## config.mk

```make
export PLATFORM = sky130hd
export DESIGN_NAME = id_ex_stage_reg_flat
export DESIGN_NICKNAME = d
export VERILOG_FILES = /design/src/rtl/id_ex_stage_reg_if.sv /design/src/rtl/id_ex_stage_reg.sv /design/src/flat_wrapper.sv
export SDC_FILE = /design/constraint.sdc
export NUM_CORES = 1
export LEC_CHECK = 0
export CORE_AREA = 2 2 132 134
export DETAILED_ROUTE_END_ITERATION = 12
export DIE_AREA = 0 0 134 136
export GPL_TIMING_DRIVEN = 0
export PLACE_DENSITY = 0.77
export SYNTH_ARGS = -nofsm -noshare
export SYNTH_HDL_FRONTEND = slang
export SYNTH_SLANG_ARGS = --single-unit
```

## constraint.sdc

```tcl
create_clock -name clk -period 2.45 [get_ports clk]
set_input_delay 0.3675 -clock clk [delete_from_list [all_inputs] [get_ports clk]]
set_output_delay 0.3675 -clock clk [all_outputs]
set_load 0.1 [all_outputs]
```

## src/rtl/id_ex_stage_reg_if.sv

```systemverilog
// Decoded-instruction bundle: driven by ID into the ID/EX register,
// and driven by the ID/EX register into EX and the forwarding unit.
interface id_ex_stage_reg_if #(
    parameter int XLEN    = 32,
    parameter int ALUOP_W = 4
);
    logic               valid;
    logic [XLEN-1:0]    pc;
    logic [XLEN-1:0]    rs1_data;
    logic [XLEN-1:0]    rs2_data;
    logic [XLEN-1:0]    imm;
    logic [4:0]         rs1;
    logic [4:0]         rs2;
    logic [4:0]         rd;
    logic               uses_rs1;
    logic               uses_rs2;
    logic               reg_write;
    logic               mem_read;
    logic               mem_write;
    logic               mem_to_reg;
    logic               alu_src;
    logic [ALUOP_W-1:0] alu_op;

    modport master (
        output valid, pc, rs1_data, rs2_data, imm, rs1, rs2, rd,
               uses_rs1, uses_rs2, reg_write, mem_read, mem_write,
               mem_to_reg, alu_src, alu_op
    );

    modport slave (
        input  valid, pc, rs1_data, rs2_data, imm, rs1, rs2, rd,
               uses_rs1, uses_rs2, reg_write, mem_read, mem_write,
               mem_to_reg, alu_src, alu_op
    );
endinterface

```

## src/rtl/id_ex_stage_reg.sv

```systemverilog
// ID/EX pipeline register with load-use hazard detection, flush bubbles
// and a saturating count of load-use stall bubbles.
module id_ex_stage_reg #(
    parameter int XLEN    = 32,
    parameter int ALUOP_W = 4,
    parameter int CNT_W   = 32
) (
    input  logic              clk,
    input  logic              rst,
    input  logic              flush,
    id_ex_stage_reg_if.slave  id_bus,
    id_ex_stage_reg_if.master ex_bus,
    output logic              hold_if_id,
    output logic [CNT_W-1:0]  stall_count
);

    typedef struct packed {
        logic [XLEN-1:0]    pc;
        logic [XLEN-1:0]    rs1_data;
        logic [XLEN-1:0]    rs2_data;
        logic [XLEN-1:0]    imm;
        logic [4:0]         rs1;
        logic [4:0]         rs2;
        logic [4:0]         rd;
        logic               uses_rs1;
        logic               uses_rs2;
        logic               reg_write;
        logic               mem_read;
        logic               mem_write;
        logic               mem_to_reg;
        logic               alu_src;
        logic [ALUOP_W-1:0] alu_op;
    } stage_t;

    stage_t             stage_in;
    stage_t             stage_p1_d;
    stage_t             stage_p1_q;
    logic               vld_p1_d;
    logic               vld_p1_q;
    logic [CNT_W-1:0]   stall_count_d;
    logic [CNT_W-1:0]   stall_count_q;
    logic               rs1_hit;
    logic               rs2_hit;
    logic               load_use;

    function automatic logic [CNT_W-1:0] sat_inc(input logic [CNT_W-1:0] v);
        if (&v) begin
            return v;
        end
        return v + CNT_W'(1);
    endfunction

    always_comb begin
        stage_in.pc         = id_bus.pc;
        stage_in.rs1_data   = id_bus.rs1_data;
        stage_in.rs2_data   = id_bus.rs2_data;
        stage_in.imm        = id_bus.imm;
        stage_in.rs1        = id_bus.rs1;
        stage_in.rs2        = id_bus.rs2;
        stage_in.rd         = id_bus.rd;
        stage_in.uses_rs1   = id_bus.uses_rs1;
        stage_in.uses_rs2   = id_bus.uses_rs2;
        stage_in.reg_write  = id_bus.reg_write;
        stage_in.mem_read   = id_bus.mem_read;
        stage_in.mem_write  = id_bus.mem_write;
        stage_in.mem_to_reg = id_bus.mem_to_reg;
        stage_in.alu_src    = id_bus.alu_src;
        stage_in.alu_op     = id_bus.alu_op;
    end

    // A load with rd=x0 never produces a value, so it can never cause a stall.
    always_comb begin
        rs1_hit  = id_bus.uses_rs1 && (id_bus.rs1 == stage_p1_q.rd);
        rs2_hit  = id_bus.uses_rs2 && (id_bus.rs2 == stage_p1_q.rd);
        load_use = vld_p1_q && stage_p1_q.mem_read && (stage_p1_q.rd != 5'd0) &&
                   id_bus.valid && (rs1_hit || rs2_hit);
        hold_if_id = load_use && !flush;
    end

    // Flush outranks the hazard: a wrong-path instruction neither stalls nor counts.
    always_comb begin
        stage_p1_d    = stage_in;
        vld_p1_d      = 1'b1;
        stall_count_d = stall_count_q;
        if (flush) begin
            stage_p1_d = '0;
            vld_p1_d   = 1'b0;
        end else if (load_use) begin
            stage_p1_d    = '0;
            vld_p1_d      = 1'b0;
            stall_count_d = sat_inc(stall_count_q);
        end else if (!id_bus.valid) begin
            stage_p1_d = '0;
            vld_p1_d   = 1'b0;
        end
    end

    // ID -> EX stage boundary
    always_ff @(posedge clk) begin
        if (rst) begin
            stage_p1_q    <= '0;
            vld_p1_q      <= 1'b0;
            stall_count_q <= '0;
        end else begin
            stage_p1_q    <= stage_p1_d;
            vld_p1_q      <= vld_p1_d;
            stall_count_q <= stall_count_d;
        end
    end

    assign ex_bus.valid      = vld_p1_q;
    assign ex_bus.pc         = stage_p1_q.pc;
    assign ex_bus.rs1_data   = stage_p1_q.rs1_data;
    assign ex_bus.rs2_data   = stage_p1_q.rs2_data;
    assign ex_bus.imm        = stage_p1_q.imm;
    assign ex_bus.rs1        = stage_p1_q.rs1;
    assign ex_bus.rs2        = stage_p1_q.rs2;
    assign ex_bus.rd         = stage_p1_q.rd;
    assign ex_bus.uses_rs1   = stage_p1_q.uses_rs1;
    assign ex_bus.uses_rs2   = stage_p1_q.uses_rs2;
    assign ex_bus.reg_write  = stage_p1_q.reg_write;
    assign ex_bus.mem_read   = stage_p1_q.mem_read;
    assign ex_bus.mem_write  = stage_p1_q.mem_write;
    assign ex_bus.mem_to_reg = stage_p1_q.mem_to_reg;
    assign ex_bus.alu_src    = stage_p1_q.alu_src;
    assign ex_bus.alu_op     = stage_p1_q.alu_op;
    assign stall_count       = stall_count_q;

endmodule
```

## src/flat_wrapper.sv

```systemverilog
// flat-port wrapper written by rule: the top's interface ports become plain ports
module id_ex_stage_reg_flat 
#(
    parameter int XLEN    = 32,
    parameter int ALUOP_W = 4,
    parameter int CNT_W   = 32
)
  (clk, rst, flush, hold_if_id, stall_count, id_bus_valid, id_bus_pc, id_bus_rs1_data, id_bus_rs2_data, id_bus_imm, id_bus_rs1, id_bus_rs2, id_bus_rd, id_bus_uses_rs1, id_bus_uses_rs2, id_bus_reg_write, id_bus_mem_read, id_bus_mem_write, id_bus_mem_to_reg, id_bus_alu_src, id_bus_alu_op, ex_bus_valid, ex_bus_pc, ex_bus_rs1_data, ex_bus_rs2_data, ex_bus_imm, ex_bus_rs1, ex_bus_rs2, ex_bus_rd, ex_bus_uses_rs1, ex_bus_uses_rs2, ex_bus_reg_write, ex_bus_mem_read, ex_bus_mem_write, ex_bus_mem_to_reg, ex_bus_alu_src, ex_bus_alu_op);
  id_ex_stage_reg_if #(.XLEN(XLEN), .ALUOP_W(ALUOP_W)) id_bus_i ();
  id_ex_stage_reg_if #(.XLEN(XLEN), .ALUOP_W(ALUOP_W)) ex_bus_i ();
  input  logic clk;
  input  logic rst;
  input  logic flush;
  output logic hold_if_id;
  output logic [CNT_W-1:0] stall_count;
  input wire logic [$bits(id_bus_i.valid)-1:0] id_bus_valid;
  input wire logic [$bits(id_bus_i.pc)-1:0] id_bus_pc;
  input wire logic [$bits(id_bus_i.rs1_data)-1:0] id_bus_rs1_data;
  input wire logic [$bits(id_bus_i.rs2_data)-1:0] id_bus_rs2_data;
  input wire logic [$bits(id_bus_i.imm)-1:0] id_bus_imm;
  input wire logic [$bits(id_bus_i.rs1)-1:0] id_bus_rs1;
  input wire logic [$bits(id_bus_i.rs2)-1:0] id_bus_rs2;
  input wire logic [$bits(id_bus_i.rd)-1:0] id_bus_rd;
  input wire logic [$bits(id_bus_i.uses_rs1)-1:0] id_bus_uses_rs1;
  input wire logic [$bits(id_bus_i.uses_rs2)-1:0] id_bus_uses_rs2;
  input wire logic [$bits(id_bus_i.reg_write)-1:0] id_bus_reg_write;
  input wire logic [$bits(id_bus_i.mem_read)-1:0] id_bus_mem_read;
  input wire logic [$bits(id_bus_i.mem_write)-1:0] id_bus_mem_write;
  input wire logic [$bits(id_bus_i.mem_to_reg)-1:0] id_bus_mem_to_reg;
  input wire logic [$bits(id_bus_i.alu_src)-1:0] id_bus_alu_src;
  input wire logic [$bits(id_bus_i.alu_op)-1:0] id_bus_alu_op;
  output wire logic [$bits(ex_bus_i.valid)-1:0] ex_bus_valid;
  output wire logic [$bits(ex_bus_i.pc)-1:0] ex_bus_pc;
  output wire logic [$bits(ex_bus_i.rs1_data)-1:0] ex_bus_rs1_data;
  output wire logic [$bits(ex_bus_i.rs2_data)-1:0] ex_bus_rs2_data;
  output wire logic [$bits(ex_bus_i.imm)-1:0] ex_bus_imm;
  output wire logic [$bits(ex_bus_i.rs1)-1:0] ex_bus_rs1;
  output wire logic [$bits(ex_bus_i.rs2)-1:0] ex_bus_rs2;
  output wire logic [$bits(ex_bus_i.rd)-1:0] ex_bus_rd;
  output wire logic [$bits(ex_bus_i.uses_rs1)-1:0] ex_bus_uses_rs1;
  output wire logic [$bits(ex_bus_i.uses_rs2)-1:0] ex_bus_uses_rs2;
  output wire logic [$bits(ex_bus_i.reg_write)-1:0] ex_bus_reg_write;
  output wire logic [$bits(ex_bus_i.mem_read)-1:0] ex_bus_mem_read;
  output wire logic [$bits(ex_bus_i.mem_write)-1:0] ex_bus_mem_write;
  output wire logic [$bits(ex_bus_i.mem_to_reg)-1:0] ex_bus_mem_to_reg;
  output wire logic [$bits(ex_bus_i.alu_src)-1:0] ex_bus_alu_src;
  output wire logic [$bits(ex_bus_i.alu_op)-1:0] ex_bus_alu_op;
  assign id_bus_i.valid = id_bus_valid;
  assign id_bus_i.pc = id_bus_pc;
  assign id_bus_i.rs1_data = id_bus_rs1_data;
  assign id_bus_i.rs2_data = id_bus_rs2_data;
  assign id_bus_i.imm = id_bus_imm;
  assign id_bus_i.rs1 = id_bus_rs1;
  assign id_bus_i.rs2 = id_bus_rs2;
  assign id_bus_i.rd = id_bus_rd;
  assign id_bus_i.uses_rs1 = id_bus_uses_rs1;
  assign id_bus_i.uses_rs2 = id_bus_uses_rs2;
  assign id_bus_i.reg_write = id_bus_reg_write;
  assign id_bus_i.mem_read = id_bus_mem_read;
  assign id_bus_i.mem_write = id_bus_mem_write;
  assign id_bus_i.mem_to_reg = id_bus_mem_to_reg;
  assign id_bus_i.alu_src = id_bus_alu_src;
  assign id_bus_i.alu_op = id_bus_alu_op;
  assign ex_bus_valid = ex_bus_i.valid;
  assign ex_bus_pc = ex_bus_i.pc;
  assign ex_bus_rs1_data = ex_bus_i.rs1_data;
  assign ex_bus_rs2_data = ex_bus_i.rs2_data;
  assign ex_bus_imm = ex_bus_i.imm;
  assign ex_bus_rs1 = ex_bus_i.rs1;
  assign ex_bus_rs2 = ex_bus_i.rs2;
  assign ex_bus_rd = ex_bus_i.rd;
  assign ex_bus_uses_rs1 = ex_bus_i.uses_rs1;
  assign ex_bus_uses_rs2 = ex_bus_i.uses_rs2;
  assign ex_bus_reg_write = ex_bus_i.reg_write;
  assign ex_bus_mem_read = ex_bus_i.mem_read;
  assign ex_bus_mem_write = ex_bus_i.mem_write;
  assign ex_bus_mem_to_reg = ex_bus_i.mem_to_reg;
  assign ex_bus_alu_src = ex_bus_i.alu_src;
  assign ex_bus_alu_op = ex_bus_i.alu_op;
  id_ex_stage_reg #(.XLEN(XLEN), .ALUOP_W(ALUOP_W), .CNT_W(CNT_W)) u_core (.clk(clk), .rst(rst), .flush(flush), .id_bus(id_bus_i), .ex_bus(ex_bus_i), .hold_if_id(hold_if_id), .stall_count(stall_count));
endmodule
```

==> out/qor.txt <==
Worst slew margin - 0.265
Worst hold slack - 0.477 ns
Number of synthesis warnings - 0
MaxCap Viol Count - 0
Final Hold Vio Count - 0
Slew @ Worst Pin - 1.10 ns
Initial Utilization - 0.353
Post-layout min period - 2.40 ns
# IOs - 346
P_int - 5.10 mW
DRT iter0 DRCs - 230
Antenna diode count - 0
Max incr delay on CP - 1.20 ns
Hold WC Path Type - in2reg
DRT Wirelength - 19000 um
Overall routing resource usage - 0.205
Hold Path Stages - 3
Sequential share of the synthesized area - 0.629
CP Data Required Time - 2.08 ns
Worst r2r src - u_core.ex_bus.rd[1]
CORE AREA - 16900 um2
Total grt overflow - 0
H-tree Lvls - 4
Routed Antenna Nets - 0
Num rows - 48
Post-DP HPWL - 14800 um
Number of distinct library cells after synthesis - 40
Min-Delay Startpoint - rst
CP startpoint kind - register
Power share of the combinational group - 0.145
Gp weighted congestion - 0.805
Area of the multi-input gates - 2090 um2
Tot Pwr - 6.94 mW
Max Root-Sink Buffers - 2
Fillers - 1364
Syn avg cell area - 11.0 um2
Static Leak - 4.02 nW
WP data arrival - 2.03 ns
Placed cells - 1112
Fin crit share - 0.980
Slew Viols, Final - 0
Worst Path Max Fanout - 7
First-pass GRT wire length - 28000 um
Reg2reg end - u_core.ex_bus.imm[17]
Flip-flop and latch count after synthesis - 187
Outcome - completed
Worst R2R Setup Slack - 0.22 ns
Worst-path clk slew - 0.06 ns
Vias in the first global route - 5013
Cell area after synthesis - 5960 um2
Min-Delay Endpoint - u_core.stall_count[27]
Max stage delay cell, worst path - clkdlybuf4s50_1
Area Overhead vs Synth - 74.2%
Finished Layout Cells - 1145
Post-synth net total - 702
Mapped Cells - 543
Antenna violations before repair - 0
Largest net degree at the start of global routing - 17
Pwr per Cell Area - 669 nW/um2
Die width - 134 um
F_max - 417 MHz
Storage cell area - 3790 um2
First-pass DRT Iterations - 5
CP endpoint kind - primary output
R2R cell count - 8
Num Clock Sinks - 187
Final net count - 1067
CTS tree - done
Clock Tree Root - clkbuf_16
Hold_buf cts - 0
Clk_lat worst skew - 0.42 ns
Net switching power - 1.84 mW
RSZ-0062 raised after global routing - no
Layout cells sized above 1 - 0.105
Port bufs - 344
CTS buffer count - 17
VDD IR max - 0.491 mV
Final Util - 0.615
Power share of the clock group - 0.404
Vias per Instance - 4.43
Die ar. - 18200 um2
Skew final - 0.0124 ns
Drt wl/cell - 16.6 um
Critical path's top delay family - buffers and inverters
Seq pwr share - 0.451
Via Count - 5078
Die height - 136 um
Sw Ratio - 0.265
CP Cell Sequence - clkdlybuf4s50_1
Final TNS setup - 0 ns
Setup Viol. Count Final - 0
Bufs and invs on worst path - 1
DRC viols - 0
Crit path kind - reg2out
-- routing by layer --
| metal | vias up | GRT usage | wire, um |
|---|---|---|---|
| li1 | 2501 | - | - |
| met2 | 223 | 0.357 | 9670 |
| met3 | 26 | 0.0936 | 1860 |
| met5 | - | 0 | 0 |
| met4 | 0 | 0.0757 | 479 |
| met1 | 2328 | 0.219 | 6940 |
-- synth_stat cells --
cell type / count / area, um2
nand3b_1: 1 / 7.51
clkbuf_1: 5 / 18.8
buf_2: 19 / 95.1
ha_1: 1 / 12.5
nand4_1: 16 / 100
a21oi_1: 19 / 95.1
nand2_2: 1 / 6.26
nor4_2: 1 / 12.5
or4_4: 1 / 11.3
nand3_2: 1 / 10.0
clkbuf_2: 1 / 5.00
and4_1: 2 / 17.5
a31o_1: 1 / 8.76
dfxtp_1: 187 / 3740
or4_1: 2 / 15.0
o31ai_1: 2 / 15.0
o21ai_0: 15 / 75.1
o211ai_4: 1 / 21.3
inv_1: 6 / 22.5
nor2_1: 17 / 63.8
nor3_2: 1 / 10.0
and2_1: 158 / 988
mux2i_1: 1 / 10.0
nor3_4: 1 / 16.3
or3_1: 14 / 87.6
nand4_4: 1 / 21.3
mux2_1: 2 / 22.5
xor2_1: 8 / 70.1
nand2b_1: 1 / 6.26
nand2_1: 13 / 48.8
nor3_1: 5 / 25.0
nand3_1: 13 / 65.1
a2111oi_2: 1 / 15.0
and3_1: 5 / 31.3
o22ai_1: 1 / 6.26
nor4_4: 1 / 21.3
and4bb_1: 1 / 12.5
nor2b_1: 4 / 25.0
mux2_2: 1 / 11.3
xnor2_1: 12 / 105
-- stage by stage --
stage	cell area, um2	setup WS (ns)
floorplan	6000	0.00287
global placement	9720	-1.06
detailed placement	9720	-1.07
CTS	10400	0.00797
global route	10400	0.000432
finish	10400	0.0490
-- how the worst max path moves through the flow --
| stage | from | to | slack [ns] | cells past startpoint |
|---|---|---|---|---|
| final | u_core.stall_count[2] | stall_count[2] | 0.05 | 1 |
| after global placement | id_bus_rs1[4] | hold_if_id | -1.06 | 7 |
| after floorplan | u_core.stall_count[24] | u_core.stall_count[27] | 0.003 | 5 |
| after detailed placement | id_bus_rs1[4] | hold_if_id | -1.07 | 7 |
| after CTS | u_core.ex_bus.rd[1] | ex_bus_rd[1] | 0.008 | 2 |
| after global routing | u_core.stall_count[2] | stall_count[2] | 0.0004 | 1 |
-- power by group through the flow --
stage	Combinational (mW)	Clock [mW]	Sequential, mW
after floorplan	0.0899	0	3.69
after global placement	0.999	0	3.20
after detailed placement	1.00	0	3.20
after CTS	1.01	2.87	3.13
after global routing	1.05	3.00	3.13
final	1.01	2.80	3.13
-- repair_timing --
action,CTS,global route
resized for setup,16,5
setup buffers,3,0
setup endpoints to repair,2,15
pin swaps,1,3
-- cells in the final DEF, fill, tap and decap left out, types with 5 or more instances in the layout --
| cell type | Yosys | final |
|---|---|---|
| xnor2_1 | 12 | 12 |
| dfxtp_2 | 0 | 28 |
| nand3_1 | 13 | 13 |
| a21oi_1 | 19 | 19 |
| nor3_1 | 5 | 5 |
| dfxtp_1 | 187 | 157 |
| clkbuf_16 | 0 | 17 |
| buf_2 | 19 | 18 |
| or3_1 | 14 | 14 |
| and3_1 | 5 | 5 |
| inv_1 | 6 | 6 |
| o21ai_0 | 15 | 15 |
| xor2_1 | 8 | 8 |
| nor2_1 | 17 | 16 |
| nand2_1 | 13 | 13 |
| clkdlybuf4s50_1 | 0 | 339 |
| and2_1 | 158 | 157 |
| nand4_1 | 16 | 16 |
| clkbuf_1 | 5 | 6 |
-- area by class of cell --
type	instances	area share
Sequential cell	187	0.365
Timing Repair Buffer	347	0.336
Multi-Input combinational cell	325	0.201
Clock buffer	19	0.0417
Tap cell	225	0.0271
Clock inverter	12	0.0154
Buffer	24	0.0113
Inverter	6	0.00217
-- cells by family (layout without fill, tap and decap cells) --
group | Yosys count | after routing | share of synthesized area
multiplexers | 4 | 4 | 0.00735
AND/OR/NAND/NOR | 260 | 260 | 0.269
buffers and inverters | 31 | 408 | 0.0237
XOR/XNOR | 20 | 20 | 0.0294
flip-flops | 187 | 187 | 0.629
adder cells (fa/ha/maj) | 1 | 1 | 0.00210
AO/OA/AOI/OAI | 40 | 40 | 0.0397
No activity file was read; power rests on OpenSTA's default activity.
